[src/rtl/bcpu_alu_pipe.sv]
// BCPU execute-stage ALU: parametrised width/latency, flags and thread tag pipelined with result.
// Define BCPU_ALU_PIPE_MUL_EN to implement the multiply opcodes (10-13); otherwise they return 0.

module bcpu_alu_pipe #(
    parameter int unsigned DATA_WIDTH = 16,
    parameter int unsigned LATENCY    = 3,
    parameter int unsigned TAG_WIDTH  = 2
) (
    input  logic                  CLK,
    input  logic                  RESET,
    input  logic                  CE,
    input  logic                  ALU_EN,
    input  logic [3:0]            ALU_OP,
    input  logic [DATA_WIDTH-1:0] A_IN,
    input  logic [DATA_WIDTH-1:0] B_IN,
    input  logic [3:0]            FLAGS_IN,
    input  logic [TAG_WIDTH-1:0]  TAG_IN,
    output logic [DATA_WIDTH-1:0] ALU_OUT,
    output logic [3:0]            FLAGS_OUT,
    output logic [TAG_WIDTH-1:0]  TAG_OUT,
    output logic                  VALID_OUT
);
    localparam int unsigned W      = DATA_WIDTH;
    localparam int unsigned ShiftW = $clog2(DATA_WIDTH);
    localparam int          Depth  = int'(LATENCY) - 1;

    localparam int FlV = 3;
    localparam int FlS = 2;
    localparam int FlZ = 1;
    localparam int FlC = 0;

    typedef enum logic [3:0] {
        OpInc, OpDec, OpAdd, OpAddc, OpSub, OpSubc, OpAnd, OpAndn,
        OpOr, OpXor, OpMul, OpMulhsu, OpMulhss, OpMulhuu, OpShl, OpShr
    } alu_op_e;

    // Input capture stage; the ALU evaluates combinationally from these registers.
    logic                 en_q;
    alu_op_e              op_q;
    logic [W-1:0]         a_q;
    logic [W-1:0]         b_q;
    logic [3:0]           fl_q;
    logic [TAG_WIDTH-1:0] tag_q;

    always_ff @(posedge CLK) begin
        if (RESET) begin
            en_q  <= 1'b0;
            op_q  <= OpInc;
            a_q   <= '0;
            b_q   <= '0;
            fl_q  <= '0;
            tag_q <= '0;
        end else if (CE) begin
            en_q  <= ALU_EN;
            op_q  <= alu_op_e'(ALU_OP);
            a_q   <= A_IN;
            b_q   <= B_IN;
            fl_q  <= FLAGS_IN;
            tag_q <= TAG_IN;
        end
    end

`ifdef BCPU_ALU_PIPE_MUL_EN
    // One 2W-bit multiplier; operand extension selects the signedness of the high half.
    logic [2*W-1:0] mul_a;
    logic [2*W-1:0] mul_b;
    logic [2*W-1:0] prod;

    always_comb begin
        mul_a = {{W{1'b0}}, a_q};
        mul_b = {{W{1'b0}}, b_q};
        if (op_q == OpMulhsu || op_q == OpMulhss) mul_a = {{W{a_q[W-1]}}, a_q};
        if (op_q == OpMulhss) mul_b = {{W{b_q[W-1]}}, b_q};
    end

    assign prod = mul_a * mul_b;
`endif

    logic [W:0]        sum;
    logic [W:0]        diff;
    logic [W:0]        shl_ext;
    logic [W:0]        shr_ext;
    logic [ShiftW-1:0] shamt;
    logic              cin;
    logic              upd_sz;
    logic [W-1:0]      res;
    logic [3:0]        fl;

    always_comb begin
        shamt   = b_q[ShiftW-1:0];
        cin     = fl_q[FlC] & ((op_q == OpAddc) | (op_q == OpSubc));
        sum     = {1'b0, a_q} + {1'b0, b_q} + {{W{1'b0}}, cin};
        diff    = {1'b0, a_q} - {1'b0, b_q} - {{W{1'b0}}, cin};
        // Extra bit on the outgoing side captures the last bit shifted out.
        shl_ext = {1'b0, a_q} << shamt;
        shr_ext = {a_q, 1'b0} >> shamt;
        res     = '0;
        fl      = fl_q;
        upd_sz  = 1'b0;
        if (en_q) begin
            unique case (op_q)
                OpInc: res = sum[W-1:0];
                OpDec: res = diff[W-1:0];
                OpAdd, OpAddc: begin
                    res     = sum[W-1:0];
                    fl[FlC] = sum[W];
                    fl[FlV] = (a_q[W-1] == b_q[W-1]) && (sum[W-1] != a_q[W-1]);
                    upd_sz  = 1'b1;
                end
                OpSub, OpSubc: begin
                    res     = diff[W-1:0];
                    fl[FlC] = diff[W];
                    fl[FlV] = (a_q[W-1] != b_q[W-1]) && (diff[W-1] != a_q[W-1]);
                    upd_sz  = 1'b1;
                end
                OpAnd: begin
                    res    = a_q & b_q;
                    upd_sz = 1'b1;
                end
                OpAndn: begin
                    res    = a_q & ~b_q;
                    upd_sz = 1'b1;
                end
                OpOr: begin
                    res    = a_q | b_q;
                    upd_sz = 1'b1;
                end
                OpXor: begin
                    res    = a_q ^ b_q;
                    upd_sz = 1'b1;
                end
`ifdef BCPU_ALU_PIPE_MUL_EN
                OpMul:                          res = prod[W-1:0];
                OpMulhsu, OpMulhss, OpMulhuu:   res = prod[2*W-1:W];
`else
                OpMul, OpMulhsu, OpMulhss, OpMulhuu: res = '0;
`endif
                OpShl: begin
                    res = shl_ext[W-1:0];
                    if (shamt != '0) fl[FlC] = shl_ext[W];
                    upd_sz = 1'b1;
                end
                OpShr: begin
                    res = shr_ext[W:1];
                    if (shamt != '0) fl[FlC] = shr_ext[0];
                    upd_sz = 1'b1;
                end
            endcase
            if (upd_sz) begin
                fl[FlS] = res[W-1];
                fl[FlZ] = (res == '0);
            end
        end
    end

    logic [W-1:0]         res_q [Depth];
    logic [3:0]           fl_pq [Depth];
    logic [TAG_WIDTH-1:0] tag_pq[Depth];
    logic                 vld_q [Depth];

    always_ff @(posedge CLK) begin
        if (RESET) begin
            for (int i = 0; i < Depth; i++) begin
                res_q[i]  <= '0;
                fl_pq[i]  <= '0;
                tag_pq[i] <= '0;
                vld_q[i]  <= 1'b0;
            end
        end else if (CE) begin
            res_q[0]  <= res;
            fl_pq[0]  <= fl;
            tag_pq[0] <= tag_q;
            vld_q[0]  <= en_q;
            for (int i = 1; i < Depth; i++) begin
                res_q[i]  <= res_q[i-1];
                fl_pq[i]  <= fl_pq[i-1];
                tag_pq[i] <= tag_pq[i-1];
                vld_q[i]  <= vld_q[i-1];
            end
        end
    end

    assign ALU_OUT   = res_q[Depth-1];
    assign FLAGS_OUT = fl_pq[Depth-1];
    assign TAG_OUT   = tag_pq[Depth-1];
    assign VALID_OUT = vld_q[Depth-1];

endmodule
[config.mk]
export PLATFORM = sky130hd
export DESIGN_NAME = bcpu_alu_pipe
export DESIGN_NICKNAME = d
export VERILOG_FILES = /design/src/rtl/bcpu_alu_pipe.sv
export SDC_FILE = /design/constraint.sdc
export NUM_CORES = 1
export LEC_CHECK = 0
export ABC_CLOCK_PERIOD_IN_PS = 3800
export CORE_UTILIZATION = 54
export DETAILED_ROUTE_END_ITERATION = 10
export GPL_TIMING_DRIVEN = 0
export PLACE_DENSITY = 0.78
export SLEW_MARGIN = 10
export SYNTH_ARGS = -nofsm -noshare
export SYNTH_HDL_FRONTEND = slang
export SYNTH_SLANG_ARGS = --single-unit
[constraint.sdc]
create_clock -name CLK -period 3.8 [get_ports CLK]
set_input_delay 0.38 -clock CLK [delete_from_list [all_inputs] [get_ports CLK]]
set_output_delay 0.38 -clock CLK [all_outputs]
set_load 0.02 [all_outputs]
; ---- Word level (Yosys, flattened, before mapping)
; Memory sizes are Yosys's and may differ from the RTL's.
; Index checks and enable logic that the tools add are counted.
[totals]
latch_bits = 0
word_cells = 85
memories = 4
regBits = 43
romBits = 0
ramBits = 46
output_inout_bits = 23
input_bits = 46
[classes]
n_mul = 0
n_reduce_logical = 11
div = 0
shift = 2
order_cmp = 0
n_eq_ne = 19
bitwise = 15
add_sub_neg = 4
muxes = 24
[mem_list]
columns = memory, depth, word_bits, read_ports, rd_ports_with_merged_regs, write_ports, line
row1 = res_q, 2, 16, 2, 0, 2, 156  ; logic [W-1:0] res_q [Depth];
row2 = fl_pq, 2, 4, 2, 0, 2, 157  ; logic [3:0] fl_pq [Depth];
row3 = tag_pq, 2, 2, 2, 0, 2, 158  ; logic [TAG_WIDTH-1:0] tag_pq[Depth];
row4 = vld_q, 2, 1, 2, 0, 2, 159  ; logic vld_q [Depth];
[op_table]
columns = operator, n
row1 = $pmux 16 s9, 1
row2 = $mux 16, 4
row3 = $and 16x16->16, 2
row4 = $eq 4x4->1 const B, 8
row5 = $add 16x16->17, 1
row6 = $add 17x1->17, 1
row7 = $shl 16x4->17, 1
row8 = $shr 17x4->17, 1
row9 = $sub 16x16->17, 1
row10 = $sub 17x1->17, 1
row11 = $eq 4x3->1 const B, 4
row12 = $logic_not 16->1, 1
row13 = $not 16->16, 1
row14 = $or 16x16->16, 1
row15 = $xor 16x16->16, 1
row16 = $mux 4, 3
row17 = $mux 1, 11
row18 = $reduce_or 10->1, 1
row19 = $or 1x1->1, 9
row20 = $eq 4x2->1 const B, 2
row21 = $mux 2, 3
row22 = $reduce_or 3->1, 2
row23 = $eq 4x1->1 const B, 1
row24 = $logic_not 4->1, 1
row25 = other kinds (9), 13

; ---- Depth between registers and ports, before layout
[depth]
depth_word = 10
ltp_mapped = 19
ltp_nobuf = 16

; ---- Least setup slack after synthesis
; Ideal clock, no wire load.
[synth_timing]
path_kind = register -> register
from = reg op_q[2]
to = mem fl_pq[0][1] (data pin)
path_slack_ns = -0.280
period_less_slack_ns = 4.080
required_ns = 3.635
stages_incl_launch_ff = 19
n_path_buf = 3
setup_ns = 0.165
t_arrival_ns = 3.916
path_cell_list = dfxtp_1 -> buf_2 -> buf_1 -> buf_1 -> xnor2_1 -> nor2_1 -> nand3_1 -> fa_1 -> inv_1 -> ha_1 -> o21ai_0 -> nand3_1 -> a311oi_1 -> o21ai_1 -> nor2b_1 -> o221ai_1 -> xnor2_1 -> a221o_1 -> o31ai_2
[synth_rtl]
columns = item, line
row1 = start: declaration, 39  ; alu_op_e op_q;
row2 = start signal: assignment, 48  ; op_q <= OpInc;
row3 = start signal: assignment, 55  ; op_q <= alu_op_e'(ALU_OP);
row4 = end: declaration, 157

==> summary.md <==
| Metric | Value |
|---|---|
| Psw | 1.19 mW |
| Number of port buffers | 66 |
| Critical-path maximum fanout | 10 |
| Xor/xnor share of the synthesized area | 3.91% |
| Worst R2R End | fl_pq[0][1]$_SDFFCE_PN0P_ |
| Die X-Extent | about 130 µm |
| Static leakage | a little under 4 nW |
| Via density | ~6.6 |
| Antenna diodes | 0 |
| Residual DRC | 0 |
| Clock Tree Root | clkbuf_16 |
| Via count | 7,979 |
| EDFF count, synth | 46 |
| Worst stage delay on the critical path | about 0.54 ns |
| Placed insts | 1,189 |
| Power per standard cell area | 323 nW/µm² |
| Routed len/inst | approximately 24 µm |
| Fillers | 1,225 |
| Total congestion overflow | 0 |
| Core area | 14,800 µm² |
| R2r setup slk | 0.04 ns |
| Clock Pin Slew Worst Setup and Hold Paths | 0.08 ns |
| Routed Antenna Nets | 0 |
| Sequential Power Share | 35.0% |
| Vias in the first global route | 7,586 |
| Layout area overhead | 19.4% |
| Synth top area cells | edfxtp_1 (17%), dfxtp_1 (10%), ha_1 (9.5%) |
| Layout cell share with drive strength beyond 1 | between 15 and 20% |
| Hold slack final | roughly 0.47 ns |
| Final wirelength | 29,600 µm |
| Clk buf depth | 2 |
| Worst Setup EP | fl_pq[0][1]$_SDFFCE_PN0P_ |
| Adder-cell share of the synthesized area | 10.5% |
| Int Power | 2.02 mW |
| Post-synthesis compound-gate area fraction | around 18% |
| Drt first pass iters | 9 |
| Post-synth top flop | edfxtp_1 |
| DIE AREA | 15,900 µm² |
| Worst reg2reg path depth | 12 |
| Worst-case clock skew | 0.0209 ns |
| Hpwl dp | 22,400 µm |
| Register bit total from synthesis | 89 |
| Logic gate share of total power | 37.4% |
| Sequential fraction of the synthesis area | 27.0% |
| Crit end category | register |
| Synthesized cell area | 8290 µm² |
| Initial antenna violation count | 0 |
| Final hold viol count | 0 |
| H-Tree Depth | 3 |
| Status | complete, no violations |
| Period Utilization, post-route | 99.0% |
| Synthesized Nets | 1,052 |
| GRT Total Usage | 38.2% |
| Worst-Skew Late Latency | between 0.3 and 0.4 ns |
| Crit-path slowest cell | dfxtp_1 |
| I/O pin count | 69 |
| Nets@finish | 1,142 |
| CP Launch Type | register |
| Max-capacitance violation count | 0 |
| CP arrival | 3.96 ns |
| Final setup viols | 0 |
| Clk network pwr share | ~28% |
| Synth area leader | edfxtp_1 |
| Clock buffer count from CTS | 9 |
| CTS tree | done |
| Post-Synth Simple-Gate Area | between 10% and 20% |
| Most frequent cells in the layout | nor2_1 (99), clkdlybuf4s50_1 (66), mux2i_1 (65), ha_1 (58), inv_1 (52) |
| Slew @ Worst Pin | 1.17 ns |
| Syn Area/Cell | around 9 µm² |
| Reg2reg start | a_q[7]$_SDFFE_PP0P_ |
| Final slew viol count | 0 |
| Mux contribution to synthesized area | between 10% and 20% |
| Post-synth ARST share | 0% |
| DIE HEIGHT | 126 µm |
| Post-synth top area share | 16.7% |
| Global-route wire length before repair | ~45,000 µm |
| Req. time, crit path | 4.00 ns |
| Slew HR | 20.1% |
| Switch share | 37.1% |
| FMAX | 266 MHz |
| Sink Count | 89 |
| Non-Filler Instances | between 1,000 and 1,500 |
| Worst Setup SP | a_q[7]$_SDFFE_PP0P_ |
| Max IR drop VDD | 0.220 mV |
| Cells after Synth | 939 |
| Row count | 44 |
| Crit Path Class | reg -> reg |
| Commonest non-fill, non-tap cell in the layout | nor2_1 |
| Hold Path Class | in -> reg |
| Largest family of logic cells by synthesized area | compound AO/OA/AOI/OAI gates |
| Final min period | between 3 and 4 ns |
| GP Congestion | 1.05 |
| Initial Utilization | 56.2% |
| YS warnings | 0 |
| DR iter-0 viols | 1,027 |
| Yosys cell types | between 70 and 80 |
| Crit path cell chain | buf_2 -> inv_1 -> ha_1 -> clkbuf_1 -> a211oi_1 -> a211oi_4 -> o211ai_1 -> mux2_4 -> nand4b_1 -> a211oi_2 -> nand4_1 -> o31ai_2 |
| Largest net degree at the start of global routing | 47 |
-- power by group through the flow --
stage	combinational, mW	sequential, mW	clock, mW
after floorplan	0.736	1.12	0
after global placement	1.05	1.13	0
after global routing	1.27	1.12	0.926
after CTS	1.15	1.11	0.876
after detailed placement	1.05	1.14	0
final	1.20	1.12	0.883
-- critical path: cells and delay by family (launching register included) --
kind / cells / cell delay, ns
DFF: 1 / 0.54
muxes: 1 / 0.24
buffers and inverters: 3 / 0.60
AOI/OAI and AO/OA: 5 / 1.52
adders and majority gates: 1 / 0.32
and+or+nand+nor: 2 / 0.36
-- layout make-up --
type / count / area (µm²) / area share (%)
Timing Repair Buffer: 90 / 841 / 8.49
Inverter: 57 / 229 / 2.31
Tap cell: 184 / 230 / 2.32
Multi-Input combinational cell: 699 / 5560 / 56.1
Sequential cell: 89 / 2260 / 22.8
Clock buffer: 9 / 225 / 2.27
Buffer: 83 / 504 / 5.09
Clock inverter: 7 / 52.6 / 0.531
-- Yosys cell counts, types with 5 or more instances --
cell,instances
dfxtp_1,43
a21oi_1,39
a31oi_1,7
nand3b_1,6
a211oi_1,9
nand2b_1,10
o211ai_1,6
o221ai_1,11
xor2_1,21
nand4_1,9
ha_1,63
or2_2,6
mux4_2,24
inv_1,55
a211o_1,5
o21ai_0,54
a21o_1,10
buf_2,16
nor3b_1,5
buf_4,26
o21a_1,10
and2_1,32
buf_1,10
mux2_2,5
nor2b_1,12
nor3_1,14
o2111ai_1,5
a221oi_1,6
nor2_1,101
and3_1,5
a32oi_1,10
xnor2_1,16
edfxtp_1,46
clkbuf_1,37
nand3_1,15
mux2i_1,65
nand2_1,51
-- how the worst min path moves through the flow --
stage / from / endpoint / slack [ns] / cells after the start
after detailed placement: fl_q[2]$_SDFFE_PP0P_ / fl_q[2]$_SDFFE_PP0P_ / 0.48 / 2
after floorplan: tag_q[0]$_SDFFE_PP0P_ / tag_q[0]$_SDFFE_PP0P_ / 0.45 / 2
final: RESET / b_q[10]$_SDFFE_PP0P_ / 0.47 / 2
after CTS: RESET / b_q[9]$_SDFFE_PP0P_ / 0.44 / 2
after global placement: tag_q[1]$_SDFFE_PP0P_ / tag_q[1]$_SDFFE_PP0P_ / 0.47 / 2
after global routing: RESET / b_q[10]$_SDFFE_PP0P_ / 0.48 / 2
-- routing by layer --
layer	GRT usage, %	share of wire, %	up-vias
met1	48.6	39	3777
met5	0	0	-
met4	17.1	4.8	0
met2	61.9	45	528
li1	-	-	3566
met3	8.84	10	108
-- cell families (layout without fill, tap and decap cells) --
logic type / count (synthesis) / count (layout)
AND/OR/NAND/NOR: 279 / 279
AO/OA/AOI/OAI: 222 / 222
buffers and inverters: 151 / 246
multiplexers: 94 / 94
flip-flops: 89 / 89
adder cells (fa/ha/maj): 67 / 67
XOR/XNOR: 37 / 37
-- timing repair --
item / 4_1_cts / 5_1_grt
setup buffers: 12 / 12
gates cloned: 0 / 0
gates resized for setup: 79 / 45
hold buffers: 0 / 0
endpoints found under the setup margin: 16 / 9
pin swaps: 21 / 13
-- through the flow --
| stage | util, % | setup slack (ns) | power [mW] | setup TNS (ns) | instance area [µm²] |
|---|---|---|---|---|---|
| global placement | 62.3 | -1.15 | 2.19 | -10.47 | 9200 |
| finish | 67.1 | 0.0363 | 3.20 | 0 | 9900 |
| CTS | 66.8 | -0.195 | 3.14 | -0.262 | 9860 |
| floorplan | - | 0.00172 | 1.85 | 0 | 8310 |
| detailed placement | 62.4 | -1.16 | 2.19 | -11.13 | 9200 |
| global route | 67.1 | -0.00347 | 3.32 | -0.00347 | 9900 |
-- registers in the layout (all words and copies together) (netlist names) --
signal	count
a_q	16
b_q	16
en_q	1
fl_pq	8
fl_q	4
op_q	4
res_q	32
tag_pq	4
tag_q	2
vld_q	2
(Power assumes the default switching activity.)
